==> config.mk <==
export PLATFORM = sky130hd
export DESIGN_NAME = sync_debounce_edge
export DESIGN_NICKNAME = d
export VERILOG_FILES = /design/src/rtl/sync_debounce_edge.sv
export SDC_FILE = /design/constraint.sdc
export NUM_CORES = 1
export LEC_CHECK = 0
export CELL_PAD_IN_SITES_DETAIL_PLACEMENT = 1
export CELL_PAD_IN_SITES_GLOBAL_PLACEMENT = 1
export CORE_ASPECT_RATIO = 1.75
export CORE_MARGIN = 2
export CORE_UTILIZATION = 29
export DETAILED_ROUTE_END_ITERATION = 6
export PLACE_DENSITY = 0.7
export SLEW_MARGIN = 20
export SYNTH_ARGS = -nofsm -noshare
export SYNTH_HDL_FRONTEND = slang
export SYNTH_SLANG_ARGS = --single-unit
==> constraint.sdc <==
create_clock -name clk -period 1.42 [get_ports clk]
set_clock_uncertainty 0.15 [all_clocks]
set_input_delay 0.213 -clock clk [delete_from_list [all_inputs] [get_ports clk]]
set_output_delay 0.213 -clock clk [all_outputs]
set_load 0.01 [all_outputs]
==> src/rtl/sync_debounce_edge.sv <==
// sync_debounce_edge
//   Debounce and edge-detect stage that sits right after a 2-FF synchronizer.
//   Each bit of sync_in must present DB_CYCLES consecutive samples that differ
//   from the current debounced level before db_out follows it. Every accepted
//   change produces a single-cycle rise or fall pulse. A run that is abandoned
//   before completing (input returns to the debounced level) is a glitch, and
//   glitches are tallied in a saturating counter.
//
//   Build option: define GLITCH_CNT_EN to build the glitch counter and the
//   clr_cnt clear. Without it (the default build), glitch_cnt is tied to 0,
//   clr_cnt is ignored, and the debounce/edge behaviour does not change.
//
// Ports
//   clk         in   1      rising-edge clock for all state
//   rst_n       in   1      asynchronous active-low reset
//   sync_in     in   WIDTH  synchronized input bus
//   clr_cnt     in   1      synchronous clear of glitch_cnt (wins over glitches)
//   db_out      out  WIDTH  debounced level, registered
//   rise        out  WIDTH  one-cycle pulse on a debounced 0->1 change
//   fall        out  WIDTH  one-cycle pulse on a debounced 1->0 change
//   glitch_cnt  out  CNT_W  saturating count of aborted transitions

module sync_debounce_edge #(
    parameter int WIDTH     = 4,
    parameter int DB_CYCLES = 4,
    parameter int CNT_W     = 8
) (
    input  logic             clk,
    input  logic             rst_n,
    input  logic [WIDTH-1:0] sync_in,
    input  logic             clr_cnt,
    output logic [WIDTH-1:0] db_out,
    output logic [WIDTH-1:0] rise,
    output logic [WIDTH-1:0] fall,
    output logic [CNT_W-1:0] glitch_cnt
);

    localparam int C_W   = $clog2(DB_CYCLES + 1);
    localparam int POP_W = $clog2(WIDTH + 1);
    localparam int SUM_W = CNT_W + POP_W;
    localparam logic [C_W-1:0] C_LAST = C_W'(DB_CYCLES - 1);

    // Per-bit run length of consecutive samples that differ from db_out.
    logic [C_W-1:0]   run_cnt [WIDTH];
    logic [WIDTH-1:0] differ;
    logic [WIDTH-1:0] accept;
    logic [WIDTH-1:0] glitch;

    always_comb begin
        differ = '0;
        accept = '0;
        glitch = '0;
        for (int i = 0; i < WIDTH; i++) begin
            differ[i] = sync_in[i] ^ db_out[i];
            // The current sample is the last one needed to complete the run.
            accept[i] = differ[i] && (run_cnt[i] == C_LAST);
            // A run was in progress and the input fell back to the old level.
            glitch[i] = !differ[i] && (run_cnt[i] != '0);
        end
    end

    always_ff @(posedge clk or negedge rst_n) begin
        if (!rst_n) begin
            db_out <= '0;
            rise   <= '0;
            fall   <= '0;
            for (int i = 0; i < WIDTH; i++) begin
                run_cnt[i] <= '0;
            end
        end else begin
            rise   <= accept & sync_in;
            fall   <= accept & ~sync_in;
            db_out <= (db_out & ~accept) | (sync_in & accept);
            for (int i = 0; i < WIDTH; i++) begin
                if (accept[i] || !differ[i]) begin
                    run_cnt[i] <= '0;
                end else begin
                    run_cnt[i] <= run_cnt[i] + C_W'(1);
                end
            end
        end
    end

`ifdef GLITCH_CNT_EN
    function automatic logic [POP_W-1:0] pop_count(input logic [WIDTH-1:0] v);
        logic [POP_W-1:0] n;
        n = '0;
        for (int i = 0; i < WIDTH; i++) begin
            n = n + POP_W'(v[i]);
        end
        return n;
    endfunction

    // Add with clamp at all-ones; a partial add that would overflow clamps.
    function automatic logic [CNT_W-1:0] sat_add(input logic [CNT_W-1:0] a,
                                                 input logic [POP_W-1:0] b);
        logic [SUM_W-1:0] sum;
        sum = SUM_W'(a) + SUM_W'(b);
        if (sum > SUM_W'({CNT_W{1'b1}})) begin
            return '1;
        end
        return sum[CNT_W-1:0];
    endfunction

    always_ff @(posedge clk or negedge rst_n) begin
        if (!rst_n) begin
            glitch_cnt <= '0;
        end else if (clr_cnt) begin
            glitch_cnt <= '0;
        end else begin
            glitch_cnt <= sat_add(glitch_cnt, pop_count(glitch));
        end
    end
`else
    assign glitch_cnt = '0;

    // Counter not built: clr_cnt and the glitch flags have no consumer.
    logic unused_glitch_inputs;
    assign unused_glitch_inputs = ^{clr_cnt, glitch};
`endif

endmodule

-- Yosys cells after proc, flatten, opt, wreduce, memory -nomap -nowiden
Index checks and enable logic that the tools add are counted.
- bits in registers: 24
- input bits: 7
- output and inout port bits: 20
- word-level logic and storage cells: 41
- $add $sub $neg: 4
- equality and inequality tests: 4
- mux-type cells: 4
- bitwise gates (word level): 10
- reductions and logical operators: 12
- operators with widths (kind ; number):
    3-bit by 1-bit adder with 3-bit output (second input constant) ; 4
    4-bit AND ; 3
    3-bit by 2-bit == test with 1-bit output (second input constant) ; 4
    3-bit 2-to-1 mux ; 4
    4-bit NOT ; 2
    1-bit logical AND ; 4
    1-bit zero test ; 4
    1-bit logical OR ; 4
    4-bit OR ; 1
    1-bit bitwise XOR ; 4

-- Longest topological paths before layout
Gate-level depths: netlist of run 1.
- word-level depth: 5
- gate-level depth with buffers: 4
- gate-level depth less buffers: 4

-- Worst setup path before layout of run 1
OpenSTA, ideal clock, no wires.
- path type: register to register
- start: reg run_cnt[9] in the netlist's numbering
- end: reg (tool-made name)
- setup time: 0.125 ns
- arrival: 1.054 ns
- required time: 1.145 ns
- slack: 0.091 ns
- cell stages (with the launch flop): 4
- path buffers: 0
- period minus slack after synthesis: 1.329 ns
- cell sequence: dfrtp_1 -> ha_1 -> ha_1 -> mux2_2
- RTL lines (item ; line ; source):
    start, declared ; 44 ; logic [C_W-1:0] run_cnt [WIDTH];
    start signal, assigned by index ; 78 ; run_cnt[i] <= run_cnt[i] + C_W'(1);

==> impl_metrics.py, run 1 <==
metrics = {
    "clock_tree": {
        "clkLatencyLatePin_ns": 0.27,
        "cts_root_buf": "clkbuf_8",
        "cts_buffers": 3,
        "cts_tree": "done",
        "hold_buffers": 0,
        "clk_pin_slew_worst_paths_ns": 0.08,
        "clock-sinks": 24,
        "htreeDepth": 1,
        "clockBufferDepth": 2,
    },
    "floorplan": {
        "die_width_um": 48.5,
        "core_um2": 3360,
        "die-area_um2": 3970,
        "ios": 27,
        "fp.dieH_um": 81.9,
        "row_count": 28,
        "initial_core_util_pct": 29.9,
    },
    "logic_synthesis": {
        "avgSynthCellArea_um2": 12.6,
        "yosys_warnings": 0,
        "yosysTopAreaCell": "dfrtp_1",
        "syn-cell-area_um2": 1000,
        "ys_types": 14,
        "yosysSeqAreaShare_pct": 59.8,
        "ys_ff_latch": 24,
        "synth_top_area_share_pct": 59.8,
        "synth_area_leaders": "dfrtp_1 60%, ha_1 10%, buf_4 6.0%",
        "syn_inst": 80,
    },
    "detailed_routing": {
        "wl_per_cell_um": 11.4,
        "drtIter0Drc": 7,
        "avgViaCountPerCell": 4.20,
        "firstDrtPassIters": 2,
        "drtAntennaViolNets": 0,
        "drcViolationCount": 0,
        "finalWirelength_um": 1710,
        "via_count": 630,
    },
    "critical_path": {
        "setup.worst_path.start_class": "flop",
        "reg2reg_from": "run_cnt[0]$_DFF_PN0_",
        "cp_slowest_stage_delay_ns": 0.40,
        "cp_cell_sequence": "ha_1, ha_1, nand2_1, o21ai_0",
        "startpoint": "run_cnt[0]$_DFF_PN0_",
        "cp_max_fo": 6,
        "crit_type": "flop to flop",
        "cp_common_cell": "ha_1",
        "cp_slowest_cell": "dfrtp_1",
        "required_ns": 1.41,
        "r2r_cells": 4,
        "ff2ff_setup_slack_ns": 0.08,
        "crit_path_end_kind": "flop",
        "worst_ep_arrival_time_ns": 1.33,
    },
    "timing": {
        "fin_crit_sh_pct": 94.0,
        "finalHoldViolations": 0,
        "min_period_ns": 1.34,
        "tns_ns": 0,
        "slew_violations": 0,
        "clock.fmax_mhz": 749,
        "rsz0062_at_grt": "no",
        "worst_slack_ns": 0.0846,
        "final-setup-viol-count": 0,
    },
    "finish": {
        "area_delta_synth_final_pct": 28.9,
        "layout.nets": 121,
        "fin_util_pct": 38.5,
        "final_common_cell": "dfrtp_1",
        "drive_gt1_share_pct": 17.1,
        "antenna_cells": 0,
        "final_cell_mix": "24 x dfrtp_1, 12 x dlygate4sd2_1, 8 x nor3_1, 8 x conb_1, 7 x inv_1",
        "stdcell_count": 150,
        "final_area_um2": 1290,
    },
    "flow_run": {
        "cap_violations": 0,
    },
    "status": {
        "status": "completed",
    },
    "hold_path": {
        "hold_class": "primary input to asynchronous set/reset pin",
    },
    "grt": {
        "overflow": 0,
        "grt_pass1_vias": 713,
        "antenna_found_initial": 0,
        "track_usage_pct": 10.7,
        "grt_max_degree": 25,
        "grt_pass1_wl_um": 3110,
    },
    "pwr": {
        "irDropWorstVdd_mv": 0.608,
        "p_per_area_nw_per_um2": 1690,
        "power_leakage_nw": 0.649,
    },
    "placed_design": {
        "post-place-ws_ns": 0.0205,
        "placed_cell_area_um2": 1220,
        "dp_hpwl_um": 1360,
        "place_inst": 144,
        "gp_congestion": 0.660,
        "io_buffers": 17,
    },
}
[worst max-delay path: cells and delay by family (launching register included)]
kind	cells	cell delay [ns]
and+or+nand+nor	1	0.11
AOI/OAI and AO/OA	1	0.09
DFF	1	0.40
adders and majority gates	2	0.46
[final timing paths]
path,endpoint
setup / recovery,flop
hold / removal,rise[0]$_DFF_PN0_
setup reg to reg,flop
hold reg to reg,run_cnt[3]$_DFF_PN0_
max in group asynchronous,asynchronous set/reset pin
min in group clk,run_cnt[3]$_DFF_PN0_
[per-layer routing]
layer	up-vias	global-route usage, %	routed length (µm)
li1	295	-	-
met1	312	9.76	587
met2	18	20.3	984
met3	5	1.45	63
met4	0	10.3	75
met5	-	0	0
[power breakdown]
| group | total (mW) | internal, mW | switching (mW) | leakage (nW) |
|---|---|---|---|---|
| clock network | 0.458 | 0.248 | 0.210 | 0.0288 |
| registers | 0.957 | 0.875 | 0.0820 | 0.318 |
| logic | 0.773 | 0.391 | 0.382 | 0.302 |
[cells in the mapped netlist, drive strengths merged]
library cell / number
conb: 1
mux2: 1
nor3b: 7
o21ai: 3
xnor2: 4
nand2: 4
nor2: 4
and3b: 1
dfrtp: 24
ha: 8
nor3: 8
inv: 7
buf: 8
[per-stage QoR]
| step | total power [mW] | hold slack (ns) |
|---|---|---|
| global route | 2.39 | 0.165 |
| global placement | 1.68 | 0.276 |
| CTS | 2.22 | 0.148 |
| floorplan | 1.43 | -0.233 |
| finish | 2.19 | 0.145 |
| detailed placement | 1.76 | 0.286 |
[layout make-up]
class / instances / area [µm²]
Sequential cell: 24 / 601
Inverter: 7 / 26.3
Multi-Input combinational cell: 48 / 364
Clock buffer: 4 / 55.1
Timing Repair Buffer: 22 / 193
Fill cell: 405 / 2070
Tap cell: 45 / 56.3
[repair_timing]
| action | in CTS | in global routing |
|---|---|---|
| gates resized for setup | 12 | 4 |
| endpoints found under the setup margin | 12 | 3 |
| buffers inserted | 2 | 0 |
[kinds of logic (layout without fill, tap and decap cells)]
| group | Yosys count | in the layout | share of synthesized area, % |
|---|---|---|---|
| mux | 1 | 1 | 1.12 |
| fa+ha+maj | 8 | 8 | 9.96 |
| flops | 24 | 24 | 59.8 |
| simple gates | 24 | 24 | 15.2 |
| xor+xnor | 4 | 4 | 3.49 |
| compound gates | 3 | 3 | 1.49 |
| other cells | 1 | 8 | 0.373 |
| buf+inv | 15 | 33 | 8.59 |
No activity file was read; power rests on OpenSTA's default activity.
==> run 2, diff against run 1 <==
Settings changed: CORE_UTILIZATION 29 to 33, PLACE_DENSITY 0.7 to 0.77.
==> run 2 against run 1 <==
Non-clock buffer count did not move; clock-buffer cell count shrank 1; first-iteration DRC count decreased by 100%; sequential power down 0.4%; critical path depth fell by 1; largest power group unchanged; cell count is 12% lower; via count grew 0.79%; power fell by 3.9%; combinational power fell by 1%; flip-flop and latch count did not move; wire length grew 0.82%.
==> impl_metrics.py, run 2 (synthesized netlist as in run 1, its figures left out) <==
metrics = {
    "floorplan": {
        "ios": 27,
        "row_count": 26,
        "initial_core_util_pct": 34.3,
        "die-area_um2": 3520,
        "fp.dieH_um": 77.0,
        "core_um2": 2930,
        "die_width_um": 45.7,
    },
    "critical_path": {
        "crit_type": "flop to flop",
        "cp_max_fo": 6,
        "ff2ff_setup_slack_ns": 0.06,
        "reg2reg_from": "run_cnt[9]$_DFF_PN0_",
        "crit_path_end_kind": "flop",
        "cp_slowest_stage_delay_ns": 0.36,
        "worst_ep_arrival_time_ns": 1.35,
        "setup.worst_path.start_class": "flop",
        "cp_cell_sequence": "ha_1, ha_2, mux2_2",
        "crit_buf_inv": 0,
        "cp_slowest_cell": "dfrtp_1",
        "crit_family": "adder cells",
        "required_ns": 1.42,
        "r2r_cells": 3,
    },
    "grt": {
        "antenna_found_initial": 0,
        "grt_max_degree": 25,
        "track_usage_pct": 11.5,
        "grt_pass1_wl_um": 3000,
        "grt_pass1_vias": 703,
        "overflow": 0,
    },
    "placed_design": {
        "io_buffers": 17,
        "post-place-ws_ns": -0.0189,
        "gp_congestion": 0.669,
        "dp_hpwl_um": 1320,
    },
    "pwr": {
        "power_mw": 2.10,
        "p_comb_share_pct": 36.3,
        "switching_share_pct": 31.2,
        "p_per_area_nw_per_um2": 1690,
        "p_sw_uw": 656,
        "irDropWorstVdd_mv": 0.491,
        "p_seq_share_pct": 45.4,
        "p_int_mw": 1.45,
        "power_frac_clock_pct": 18.3,
        "power_leakage_nw": 0.640,
    },
    "detailed_routing": {
        "drtIter0Drc": 0,
        "wl_per_cell_um": 13.1,
        "drcViolationCount": 0,
        "drtAntennaViolNets": 0,
        "firstDrtPassIters": 1,
        "avgViaCountPerCell": 4.81,
        "via_count": 635,
        "finalWirelength_um": 1720,
    },
    "status": {
        "status": "completed",
    },
    "clock_tree": {
        "hold_buffers": 0,
        "clock-sinks": 24,
        "htreeDepth": 1,
        "cts_buffers": 3,
        "cts_root_buf": "clkbuf_8",
        "clkLatencyLatePin_ns": 0.26,
        "cts_tree": "done",
        "clk_pin_slew_worst_paths_ns": 0.08,
        "clockBufferDepth": 2,
    },
    "finish": {
        "layout.nets": 121,
        "antenna_cells": 0,
        "final_cell_mix": "24 x dfrtp_1, 12 x dlygate4sd2_1, 8 x nor3_1, 8 x conb_1",
        "final_common_cell": "dfrtp_1",
        "area_delta_synth_final_pct": 23.7,
        "num-fill-cells": 328,
        "fin_util_pct": 42.4,
        "drive_gt1_share_pct": 14.4,
    },
    "timing": {
        "clock.fmax_mhz": 737,
        "worst_slack_ns": 0.0637,
        "slew_violations": 0,
        "fin_crit_sh_pct": 95.5,
        "rsz0062_at_grt": "no",
        "tns_ns": 0,
        "min_period_ns": 1.36,
        "final-setup-viol-count": 0,
        "finalHoldViolations": 0,
    },
    "hold_path": {
        "hold_class": "primary input to asynchronous set/reset pin",
    },
    "flow_run": {
        "cap_violations": 0,
    },
}
[run 2: final cells by class]
cell class	instances	area (µm²)	area share, %
multi-input cells	48	347	27.9
well taps	28	35.0	2.82
inverters	7	26.3	2.11
clock buffers	3	41.3	3.32
repair buffers	22	193	15.5
flip-flops and latches	24	601	48.3
[run 2: worst max-delay path by stage]
stage / to / startpoint / depth (start not counted)
after floorplan: flop / run_cnt[9]$_DFF_PN0_ / 3
after global placement: flop / run_cnt[9]$_DFF_PN0_ / 3
after detailed placement: run_cnt[0]$_DFF_PN0_ / sync_in[3] / 3
after CTS: flop / run_cnt[9]$_DFF_PN0_ / 3
after global routing: run_cnt[5]$_DFF_PN0_ / run_cnt[3]$_DFF_PN0_ / 3
final: flop / run_cnt[9]$_DFF_PN0_ / 3
[run 2: metal layers]
layer	wire length, µm	up-vias	GRT usage (%)
li1	-	292	-
met1	673	315	12.8
met2	907	24	19.3
met3	99	4	1.65
met4	44	0	6.86
met5	0	-	0
[run 2: worst reg2reg max path, stage by stage (launching register included)]
cell     delay, ns
dfrtp_1       0.36
ha_1          0.16
ha_2          0.24
mux2_2        0.34
[run 2: through the flow]
step           instances  instance area, µm²  hold slack [ns]
2_1_floorplan         87                1030           -0.233
3_3_place_gp         127                1200            0.275
3_5_place_dp         127                1200            0.281
4_1_cts              132                1240            0.156
5_1_grt              132                1240            0.170
6_report             132                1240            0.155
[run 2: timing repair]
item,in CTS,in global routing
hold endpoints to repair,0,0
endpoints found under the setup margin,13,0
gates resized for setup,13,0
buffers inserted,2,0
[run 2: power by group through the flow]
stage	clock, mW	combinational [mW]	sequential [mW]
floorplan	0	0.407	1.02
global placement	0	0.697	0.983
detailed placement	0	0.765	0.993
CTS	0.404	0.782	0.956
global route	0.429	0.870	0.980
finish	0.385	0.763	0.953
